--- config.mk ---
export PLATFORM = sky130hd
export DESIGN_NAME = mul_arbiter
export DESIGN_NICKNAME = d
export VERILOG_FILES = /design/src/rtl/mul_arb_pkg.sv /design/src/rtl/fp_mul_pipe.sv /design/src/rtl/mul_arbiter.sv
export SDC_FILE = /design/constraint.sdc
export NUM_CORES = 1
export LEC_CHECK = 0
export BUFFER_PORTS_ARGS = -buffer_cell sky130_fd_sc_hd__buf_2
export CAP_MARGIN = 20
export CORE_MARGIN = 10
export CORE_UTILIZATION = 35
export DETAILED_ROUTE_END_ITERATION = 8
export GPL_ROUTABILITY_DRIVEN = 0
export SLEW_MARGIN = 20
export SYNTH_ARGS = -nofsm -noshare
export SYNTH_HDL_FRONTEND = slang
export SYNTH_SLANG_ARGS = --single-unit
--- constraint.sdc ---
create_clock -name clk -period 8 [get_ports clk]
set_input_delay 0.4 -clock clk [delete_from_list [all_inputs] [get_ports clk]]
set_output_delay 0.4 -clock clk [all_outputs]
set_load 0.05 [all_outputs]
--- src/rtl/mul_arb_pkg.sv ---
// Shared types and constants for the multiplier arbiter.
// Widths, requester tag type and arbitration mode enum.
package mul_arb_pkg;

  localparam int DATA_W_DEF = 16;
  localparam int PROD_W_DEF = 2 * DATA_W_DEF;
  localparam int SCALE_W    = 8;
  localparam int MAX_REQ    = 8;
  localparam int TAG_W      = $clog2(MAX_REQ);

  typedef logic [TAG_W-1:0] tag_t;

  typedef enum logic {
    ARB_RR    = 1'b0,
    ARB_FIXED = 1'b1
  } prio_mode_e;

endpackage

--- src/rtl/fp_mul_pipe.sv ---
// Two-stage signed fixed-point multiply pipeline.
// Stage 1 registers the full product; stage 2 shifts and saturates.
module fp_mul_pipe
  import mul_arb_pkg::*;
#(
  parameter int DATA_W = DATA_W_DEF
) (
  input  logic               clk,
  input  logic               rst_n,
  input  logic               i_valid,
  input  logic [DATA_W-1:0]  i_x,
  input  logic [DATA_W-1:0]  i_y,
  input  logic [SCALE_W-1:0] i_scale,
  input  tag_t               i_tag,
  output logic               o_ovf_set,
  output tag_t               o_ovf_tag,
  output logic               o_valid,
  output tag_t               o_tag,
  output logic [DATA_W-1:0]  o_data
);

  localparam int PROD_W = 2 * DATA_W;

  logic signed [DATA_W-1:0]  w_x;
  logic signed [DATA_W-1:0]  w_y;
  logic signed [PROD_W-1:0]  w_prod;

  logic                      r_s1_valid;
  logic signed [PROD_W-1:0]  r_s1_prod;
  logic [SCALE_W-1:0]        r_s1_scale;
  tag_t                      r_s1_tag;

  logic signed [PROD_W-1:0]  w_shift;
  logic [PROD_W-DATA_W:0]    w_hi;
  logic                      w_big;
  logic                      w_ovf;
  logic [DATA_W-1:0]         w_sat;

  logic                      r_s2_valid;
  tag_t                      r_s2_tag;
  logic [DATA_W-1:0]         r_s2_data;

  assign w_x    = i_x;
  assign w_y    = i_y;
  assign w_prod = PROD_W'(w_x) * PROD_W'(w_y);

  // Stage 1: capture full-width product with its scale and tag
  always_ff @(posedge clk or negedge rst_n) begin
    if (!rst_n) begin
      r_s1_valid <= 1'b0;
      r_s1_prod  <= '0;
      r_s1_scale <= '0;
      r_s1_tag   <= '0;
    end else begin
      r_s1_valid <= i_valid;
      r_s1_prod  <= w_prod;
      r_s1_scale <= i_scale;
      r_s1_tag   <= i_tag;
    end
  end

  // Shift by scale (huge shifts collapse to sign) and saturate
  always_comb begin
    w_big = r_s1_scale >= SCALE_W'(PROD_W - 1);
    if (w_big) begin
      w_shift = {PROD_W{r_s1_prod[PROD_W-1]}};
    end else begin
      w_shift = r_s1_prod >>> r_s1_scale;
    end
    w_hi  = w_shift[PROD_W-1:DATA_W-1];
    w_ovf = ~((&w_hi) | ~(|w_hi));
    w_sat = w_shift[DATA_W-1:0];
    if (w_ovf) begin
      if (w_shift[PROD_W-1]) begin
        w_sat = {1'b1, {(DATA_W-1){1'b0}}};
      end else begin
        w_sat = {1'b0, {(DATA_W-1){1'b1}}};
      end
    end
  end

  // Stage 2: result register, data forced to zero when idle
  always_ff @(posedge clk or negedge rst_n) begin
    if (!rst_n) begin
      r_s2_valid <= 1'b0;
      r_s2_tag   <= '0;
      r_s2_data  <= '0;
    end else begin
      r_s2_valid <= r_s1_valid;
      r_s2_tag   <= r_s1_tag;
      r_s2_data  <= r_s1_valid ? w_sat : '0;
    end
  end

  assign o_ovf_set = r_s1_valid & w_ovf;
  assign o_ovf_tag = r_s1_tag;
  assign o_valid   = r_s2_valid;
  assign o_tag     = r_s2_tag;
  assign o_data    = r_s2_data;

endmodule

--- src/rtl/mul_arbiter.sv ---
// Arbitrates NUM_REQ requesters onto one multiply pipeline.
// Holds grant logic, round-robin pointer, tag routing and ovf flags.
module mul_arbiter
  import mul_arb_pkg::*;
#(
  parameter int NUM_REQ = 4,
  parameter int DATA_W  = DATA_W_DEF
) (
  input  logic                      clk,
  input  logic                      rst_n,
  input  logic [NUM_REQ-1:0]        req_valid,
  output logic [NUM_REQ-1:0]        req_ready,
  input  logic [NUM_REQ*DATA_W-1:0] req_x,
  input  logic [NUM_REQ*DATA_W-1:0] req_y,
  input  logic [NUM_REQ*8-1:0]      req_scale,
  input  logic                      prio_mode,
  output logic [NUM_REQ-1:0]        rsp_valid,
  output logic [DATA_W-1:0]         rsp_data,
  output logic [NUM_REQ-1:0]        ovf_flag,
  input  logic [NUM_REQ-1:0]        ovf_clr
);

  tag_t                 r_ptr;
  logic [NUM_REQ-1:0]   r_ovf;

  logic                 w_hit;
  tag_t                 w_gidx;
  tag_t                 w_cand;
  logic [NUM_REQ-1:0]   w_grant;
  logic [DATA_W-1:0]    w_x;
  logic [DATA_W-1:0]    w_y;
  logic [SCALE_W-1:0]   w_scale;

  logic                 w_ovf_set;
  tag_t                 w_ovf_tag;
  logic [NUM_REQ-1:0]   w_ovf_vec;
  logic                 w_p_valid;
  tag_t                 w_p_tag;

  // Pick one valid requester: lowest index or first after pointer
  always_comb begin
    w_hit  = 1'b0;
    w_gidx = '0;
    w_cand = '0;
    if (prio_mode_e'(prio_mode) == ARB_FIXED) begin
      for (int k = 0; k < NUM_REQ; k++) begin
        if (!w_hit && req_valid[k]) begin
          w_hit  = 1'b1;
          w_gidx = tag_t'(k);
        end
      end
    end else begin
      for (int k = 1; k <= NUM_REQ; k++) begin
        w_cand = tag_t'((int'(r_ptr) + k) % NUM_REQ);
        if (!w_hit && req_valid[w_cand]) begin
          w_hit  = 1'b1;
          w_gidx = w_cand;
        end
      end
    end
    w_hit   = w_hit & rst_n;
    w_grant = w_hit ? (NUM_REQ'(1) << w_gidx) : '0;
  end

  assign req_ready = w_grant;

  assign w_x     = req_x[int'(w_gidx)*DATA_W +: DATA_W];
  assign w_y     = req_y[int'(w_gidx)*DATA_W +: DATA_W];
  assign w_scale = req_scale[int'(w_gidx)*8 +: 8];

  // Pointer follows every transfer in either mode
  always_ff @(posedge clk or negedge rst_n) begin
    if (!rst_n) begin
      r_ptr <= tag_t'(NUM_REQ - 1);
    end else if (w_hit) begin
      r_ptr <= w_gidx;
    end
  end

  fp_mul_pipe #(
    .DATA_W (DATA_W)
  ) u_pipe (
    .clk       (clk),
    .rst_n     (rst_n),
    .i_valid   (w_hit),
    .i_x       (w_x),
    .i_y       (w_y),
    .i_scale   (w_scale),
    .i_tag     (w_gidx),
    .o_ovf_set (w_ovf_set),
    .o_ovf_tag (w_ovf_tag),
    .o_valid   (w_p_valid),
    .o_tag     (w_p_tag),
    .o_data    (rsp_data)
  );

  assign w_ovf_vec = w_ovf_set ? (NUM_REQ'(1) << w_ovf_tag) : '0;

  // Sticky overflow flags; a new overflow beats a clear
  always_ff @(posedge clk or negedge rst_n) begin
    if (!rst_n) begin
      r_ovf <= '0;
    end else begin
      r_ovf <= (r_ovf & ~ovf_clr) | w_ovf_vec;
    end
  end

  assign ovf_flag  = r_ovf;
  assign rsp_valid = w_p_valid ? (NUM_REQ'(1) << w_p_tag) : '0;

endmodule
==> results.cfg, run 1 <==
[outcome]
status = complete, no violations

[clocking]
root_buffer = clkbuf_16
clock_latency_ns = 0.33
numClockSinks = 68
cts_tree = yes
cts.path.max_buffers = 2
cts_made_buffers = 9
path_clk_slew_ns = 0.05
cts-htree-levels = 3
cts_hold_buf = 0

[grt]
gr-total-overflow = 0
grt_pass1_vias = 13982
grt_use_total = 0.166
antenna_found_initial = 0
grt_max_degree = 70
grt_pass1_wl_um = 72500

[synth]
yosysWarningCount = 0
synthTopCellsByCount = inv_1 (313), fa_1 (262), nand2_1 (230)
synthesis.area_mm2 = 0.0155
synth-seq-area-share = 0.110
synth_seq_cells = 68
synth_top_area_share = 0.338
synth_top_flop_cell = dfrtp_1
syn-num-nets = 2250
netlist_instances = 1735
synth_edf_count = 0
yosysUniqueCellTypes = 84
avgSynthCellArea_um2 = 8.93
synth_area_leader_cell = fa_1
ys_top_cells_by_area = fa_1 (34%), dfrtp_1 (11%), inv_1 (7.6%), ha_1 (6.6%), mux2i_1 (6.5%)
async_flop_share = 1.00
synth_most_common_cell = inv_1

[sta]
relSlewSlack = 0.336
max_freq_mhz = 132
hold_ws_ns = 0.244
worstMarginPinSlew_ns = 0.997
drv_slew = 0
hold_viol = 0
min_period_ns = 7.58
setup_viol = 0
period_share = 0.948
clock-skew-final_ns = 0.00523

[setup_path]
crit_required_ns = 8.24
r2r_cells = 27
critPathKind = reg -> reg
timing.rr.start = r_ptr[0]
regToRegEndpoint = u_pipe.r_s1_prod[31]
r2r_setup_slack_ns = 0.42
worst_setup_path_end_kind = flip-flop
start_kind = flip-flop
path_max_fanout = 27
cp_data_arrival_time_ns = 7.82

[hold_path]
hold_path.class = in -> async

[floorplan]
die_y_um = 230
core.rowCount = 77
fp.dieArea_mm2 = 0.0531
initial_utilization = 0.352
dieWidth_um = 230
core_mm2 = 0.0440
ioPinCount = 199

[detailed_routing]
drtPass1Iterations = 7
drc_errors = 0
drtAntennaViolNets = 0
num_vias = 12868
finalWirelength_um = 44000
avgViaCountPerCell = 5.05
drt_iter0_drc = 772
route.detailed.wl_per_inst_um = 17.3

[placement]
hpwl_um = 37100
portBuffers = 198

[final_layout]
layout-drive-gt1-share = 0.202
layout.nets = 2464
utilization = 0.407
num_antenna_cells = 0
synthToLayoutAreaGrowth_pct = 15.6

[flow_run]
maxCapViolations = 0
per-stage QoR:
step           area, um^2  cells  TNS [ns]  worst slack [ns]
5_1_grt             17900   2546   -0.0164           -0.0164
3_3_place_gp        17500   2521         0            0.0362
3_5_place_dp        17500   2521   -0.0478           -0.0478
6_report            17900   2546         0             0.416
2_1_floorplan       15500   1735         0             0.207
4_1_cts             17800   2537         0            0.0412
logic make-up after synthesis:
| family | count (synthesis) | synth area share |
|---|---|---|
| simple gates | 507 | 0.143 |
| buf+inv | 392 | 0.101 |
| fa+ha+maj | 344 | 0.405 |
| compound gates | 229 | 0.0994 |
| mux | 160 | 0.122 |
| flops | 68 | 0.110 |
| xor+xnor | 35 | 0.0198 |
per-layer routing:
layer / part of all wire / global-route usage / routed length [um] / vias up
li1: - / - / - / 5981
met1: 0.44 / 0.220 / 19400 / 6372
met2: 0.46 / 0.274 / 20400 / 458
met3: 0.072 / 0.0313 / 3140 / 57
met4: 0.023 / 0.0417 / 993 / 0
met5: 0 / 0 / 0 / -
registers in the layout, summed over array words and instances, names as in the netlist:
register,count
ovf_flag,4
u_pipe.r_s1_valid,1
u_pipe.o_data,16
u_pipe.r_s1_prod,32
r_ptr,2
u_pipe.o_valid,1
u_pipe.o_ovf_tag,2
u_pipe.o_tag,2
u_pipe.r_s1_scale,8
area by class of cell:
| cell class | count | area (um^2) |
|---|---|---|
| clock inverter | 6 | 38.8 |
| timing repair buffer | 280 | 1690 |
| tap | 592 | 741 |
| sequential | 68 | 1710 |
| fill | 4402 | 26100 |
| clock buffer | 10 | 239 |
| inverter | 315 | 1180 |
| multi-input combinational | 1275 | 12300 |
placed cells by master, fill, tap and decap left out, types with 7 or more instances in the layout:
cell type,count
inv_1,313
fa_1,262
nand2_1,230
buf_2,198
nor2_1,153
mux2i_1,96
ha_1,82
buf_4,75
dfrtp_1,65
o21ai_0,53
a21oi_1,46
mux2_2,41
xnor2_1,24
nand2b_1,23
a31oi_1,22
and3_1,21
nand3_1,20
and2_1,15
nor3_1,13
xor2_1,11
o211ai_1,10
mux4_2,9
clkbuf_16,9
a21oi_2,8
a21o_1,8
nor2b_1,7
o22ai_1,7
mux4_1,7
how the worst max path moves through the flow:
stage             start                    to  slack (ns)  cells past startpoint
2_1_floorplan  r_ptr[0]  u_pipe.r_s1_prod[30]        0.21                     27
3_3_place_gp   r_ptr[0]  u_pipe.r_s1_prod[30]        0.04                     29
3_5_place_dp   r_ptr[0]  u_pipe.r_s1_prod[30]       -0.05                     28
4_1_cts        r_ptr[0]  u_pipe.r_s1_prod[30]        0.04                     30
5_1_grt        r_ptr[0]  u_pipe.r_s1_prod[30]       -0.02                     30
6_report       r_ptr[0]  u_pipe.r_s1_prod[31]        0.42                     27
worst max-delay path, stage by stage, from the launching register on:
cell,delay [ns]
dfstp_2,0.53
nand2b_1,0.13
nor2_1,0.06
a211oi_2,0.25
o22ai_4,0.16
inv_2,0.11
buf_12,0.19
mux2i_1,0.27
mux2_2,0.40
nor2_1,0.12
fa_1,0.54
inv_1,0.05
fa_1,0.57
fa_1,0.50
fa_1,0.58
fa_1,0.43
fa_1,0.49
inv_1,0.04
ha_1,0.30
buf_4,0.16
inv_1,0.09
o21ai_0,0.12
o211a_1,0.16
or3_1,0.39
nand2_1,0.13
a31oi_1,0.16
o311a_1,0.32
a211oi_1,0.18
timing repair:
action / CTS / global route
endpoints found under the setup margin: 1 / 6
resized for setup: 2 / 16
pin swaps: 0 / 2
setup buffers: 0 / 9
Power of run 1 is not shown: default switching activity piles up to over one toggle a cycle in this logic, so the estimate is an artifact.
==> inputs of run 2 (changes only) <==
--- a/config.mk
+++ b/config.mk
@@ -11,6 +11,7 @@
 export CORE_UTILIZATION = 35
 export DETAILED_ROUTE_END_ITERATION = 8
 export GPL_ROUTABILITY_DRIVEN = 0
+export RECOVER_POWER = 50
 export SLEW_MARGIN = 20
 export SYNTH_ARGS = -nofsm -noshare
 export SYNTH_HDL_FRONTEND = slang
==> constraint.sdc (replaced) <==
create_clock -name clk -period 7.05 [get_ports clk]
set_input_delay 0.3525 -clock clk [delete_from_list [all_inputs] [get_ports clk]]
set_output_delay 0.3525 -clock clk [all_outputs]
set_load 0.05 [all_outputs]
==> results.cfg, run 2 (synthesis gave the netlist of run 1 again) <==
[floorplan]
core.rowCount = 77
ioPinCount = 199
die_y_um = 230
dieWidth_um = 230
core_mm2 = 0.0440
initial_utilization = 0.352
fp.dieArea_mm2 = 0.0531

[placement]
portBuffers = 198
hpwl_um = 38700

[detailed_routing]
avgViaCountPerCell = 4.95
route.detailed.wl_per_inst_um = 16.9
finalWirelength_um = 46500
drtPass1Iterations = 6
num_vias = 13593
drt_iter0_drc = 808
drtAntennaViolNets = 0
drc_errors = 0

[clocking]
numClockSinks = 68
cts-htree-levels = 3
clock_latency_ns = 0.33
root_buffer = clkbuf_16
cts_tree = yes
cts_made_buffers = 9
cts.path.max_buffers = 2
path_clk_slew_ns = 0.05

[setup_path]
cp_data_arrival_time_ns = 7.46
timing.rr.start = r_ptr[0]
critical_path.slowest_cell = fa_1
worst_setup_path_end_kind = flip-flop
worstPathBufferInverterCount = 8
start_kind = flip-flop
max_stage_delay_ns = 0.60
path_max_fanout = 5
critPathKind = reg -> reg
critPathTopFamily = adder cells
r2r_setup_slack_ns = -0.16
regToRegEndpoint = u_pipe.r_s1_prod[31]
crit_path_start = r_ptr[0]
crit_required_ns = 7.29
worst_path_most_repeated_cell = fa_1
r2r_cells = 31

[grt]
grt_use_total = 0.174
grt_max_degree = 70
grt_pass1_vias = 14830
gr-total-overflow = 0
antenna_found_initial = 0
grt_pass1_wl_um = 76000

[final_layout]
synthToLayoutAreaGrowth_pct = 33.0
largest_reg_flops = 32
regMostFlops = u_pipe.r_s1_prod
most-common-layout-cells = inv_1 (289), fa_1 (243), buf_4 (240), nand2_1 (214), buf_2 (193)
fillers = 4186
final_common_cell = inv_1
num_antenna_cells = 0
layout-drive-gt1-share = 0.343
layout.nets = 2668

[hold_path]
worstHoldStart = ovf_clr[3]
whs_path_depth = 2
hold_path.class = in -> reg
min_to = ovf_flag[3]

[outcome]
status = complete, but fails checks
violations = max-capacitance violations, max-slew violations, negative setup slack

[sta]
max_freq_mhz = 139
setup_tns_ns = -0.849
setup_viol = 9
drv_slew = 70
fin_ws_ns = -0.163
min_period_ns = 7.21
period_share = 1.02
relSlewSlack = -1.25
hold_viol = 0
worstMarginPinSlew_ns = 3.37
clock-skew-final_ns = 0.00613
rsz0062_at_grt = yes

[flow_run]
maxCapViolations = 1
-- run 2: cell count changes in the layout (fill, tap and decap cells not counted), sizes merged --
cell / change
clkinvlp: -1
bufinv: +1
inv: -2
clkinv: -2
buf: +198
clkbuf: +8
-- run 2: worst max path at each step --
stage,end,slack (ns),cells after the start
2_1_floorplan,u_pipe.r_s1_prod[30],0.009,28
3_3_place_gp,u_pipe.r_s1_prod[30],-0.39,30
3_5_place_dp,u_pipe.r_s1_prod[30],-0.57,30
4_1_cts,u_pipe.r_s1_prod[30],-0.24,32
5_1_grt,u_pipe.r_s1_prod[30],-0.45,31
6_report,u_pipe.r_s1_prod[31],-0.16,31
-- run 2: area by class of cell --
class                   count  area, um^2  share of cell area
well taps                 592         741              0.0359
repair buffers            484        3530               0.171
clock inverters             2        35.0             0.00170
inverters                 315        1190              0.0577
clock buffers              12         256              0.0124
flip-flops and latches     68        1710              0.0828
multi-input cells        1275       13200               0.638
-- run 2: metrics by stage --
step	util	setup WS (ns)	area (um^2)	hold slack (ns)	std cells
2_1_floorplan	-	0.00895	15600	0.0569	1735
3_3_place_gp	0.426	-0.389	18800	0.417	2674
3_5_place_dp	0.426	-0.574	18800	0.438	2674
4_1_cts	0.455	-0.244	20000	0.201	2732
5_1_grt	0.468	-0.447	20600	0.208	2748
6_report	0.468	-0.163	20600	0.206	2748
-- run 2: metal layers --
layer / vias up / share of wire / routed length (um) / global-route usage
met5: - / 0 / 0 / 0
met4: 0 / 0.029 / 1330 / 0.0462
met3: 79 / 0.065 / 3020 / 0.0347
met2: 427 / 0.47 / 22000 / 0.296
met1: 6700 / 0.43 / 20100 / 0.222
li1: 6387 / - / - / -
-- run 2: what timing repair did --
item / in CTS / in global routing
gates resized for setup: 127 / 104
setup endpoints to repair: 12 / 15
cloned: 3 / 0
pin swaps: 61 / 49
hold buffers: 0 / 0
buffers inserted: 45 / 16
Power of run 2 is left out for the same reason.
==> inputs of run 3 (changes only) <==
--- a/config.mk
+++ b/config.mk
@@ -8,7 +8,7 @@
 export BUFFER_PORTS_ARGS = -buffer_cell sky130_fd_sc_hd__buf_2
 export CAP_MARGIN = 20
 export CORE_MARGIN = 10
-export CORE_UTILIZATION = 35
+export CORE_UTILIZATION = 45
 export DETAILED_ROUTE_END_ITERATION = 8
 export GPL_ROUTABILITY_DRIVEN = 0
 export RECOVER_POWER = 50
==> results.cfg, run 3 (synthesis gave the netlist of run 1 again) <==
[setup_path]
r2r_cells = 29
worst_path_most_repeated_cell = fa_1
r2r_setup_slack_ns = -0.18
start_kind = flip-flop
critPathKind = reg -> reg
crit_required_ns = 7.27
worst_setup_path_end_kind = flip-flop
timing.rr.start = r_ptr[0]
critical_path.slowest_cell = fa_1
path_max_fanout = 8
crit_path_start = r_ptr[0]
max_stage_delay_ns = 0.57
cp_data_arrival_time_ns = 7.45

[sta]
clock-skew-final_ns = 0.00619
worstMarginPinSlew_ns = 3.40
hold_viol = 0
fin_ws_ns = -0.182
setup_tns_ns = -0.919
period_share = 1.03
hold_ws_ns = 0.198
setup_viol = 9
min_period_ns = 7.23
relSlewSlack = -1.27
max_freq_mhz = 138
rsz0062_at_grt = yes
drv_slew = 70

[grt]
grt_use_total = 0.224
antenna_found_initial = 0
grt_pass1_wl_um = 76400
grt_pass1_vias = 14902
gr-total-overflow = 0
grt_max_degree = 70

[clocking]
root_buffer = clkbuf_16
cts.path.max_buffers = 2
numClockSinks = 68
path_clk_slew_ns = 0.06
clock_latency_ns = 0.34
cts-htree-levels = 3
cts_hold_buf = 0
cts_tree = yes
cts_made_buffers = 9

[final_layout]
largest_reg_flops = 32
layout.nets = 2645
final_common_cell = inv_1
synthToLayoutAreaGrowth_pct = 30.4
most-common-layout-cells = inv_1 (302), fa_1 (250), buf_4 (222), nand2_1 (221), buf_2 (195)
regMostFlops = u_pipe.r_s1_prod
num_antenna_cells = 0
layout-drive-gt1-share = 0.327

[placement]
portBuffers = 198
hpwl_um = 38400
pre_cts_ws_ns = -0.528

[detailed_routing]
drtAntennaViolNets = 0
drt_iter0_drc = 983
num_vias = 13672
route.detailed.wl_per_inst_um = 18.3
drtPass1Iterations = 5
finalWirelength_um = 47200
avgViaCountPerCell = 5.29
drc_errors = 0

[hold_path]
hold_path.class = in -> reg
whs_path_depth = 2
worstHoldStart = ovf_clr[1]

[floorplan]
core_mm2 = 0.0338
core.rowCount = 67
fp.dieArea_mm2 = 0.0423
initial_utilization = 0.459
die_y_um = 206
ioPinCount = 199
dieWidth_um = 206

[outcome]
status = complete, but fails checks
violations = max-capacitance violations, max-slew violations, negative setup slack

[flow_run]
maxCapViolations = 1
-- run 3: path summary, 6_finish.rpt --
check | end
max | u_pipe.r_s1_prod[30]
min reg2reg | u_pipe.o_tag[1]
max in group asynchronous | u_pipe.r_s1_scale[0]
min in group asynchronous | u_pipe.o_data[6]
min | ovf_flag[1]
max reg2reg | u_pipe.r_s1_prod[30]
-- run 3: routing by layer --
metal / routed length, um / up-vias / global-route usage
li1: - / 6344 / -
met1: 19200 / 6677 / 0.288
met2: 22900 / 543 / 0.389
met3: 3770 / 108 / 0.0278
met4: 1330 / 0 / 0.0625
met5: 0 / - / 0
-- run 3: per-stage QoR --
step | cell area, um^2 | cells | utilization
2_1_floorplan | 15600 | 1735 | -
3_3_place_gp | 18600 | 2523 | 0.550
3_5_place_dp | 18600 | 2523 | 0.550
4_1_cts | 19600 | 2561 | 0.579
5_1_grt | 20200 | 2583 | 0.598
6_report | 20200 | 2583 | 0.598
-- run 3: what timing repair did --
item	in CTS	in global routing
gates cloned	6	2
pin swaps	43	71
resized for setup	92	114
hold endpoints to repair	0	0
endpoints found under the setup margin	14	16
setup buffers	16	20
-- run 3: layout make-up --
cell class | instances | area, um^2
fill | 2939 | 13600
multi-input combinational | 1275 | 13000
clock inverter | 6 | 88.8
clock buffer | 10 | 229
timing repair buffer | 461 | 3390
tap | 448 | 561
sequential | 68 | 1710
inverter | 315 | 1200
-- run 3: critical path: cells and delay by family (launching register included) --
kind,cells,cell delay [ns]
xor+xnor,1,0.17
simple gates,6,0.61
fa+ha+maj,7,3.23
flops,1,0.54
mux,2,0.48
buf+inv,7,0.85
compound gates,6,1.27
Power of run 3 is left out for the same reason.
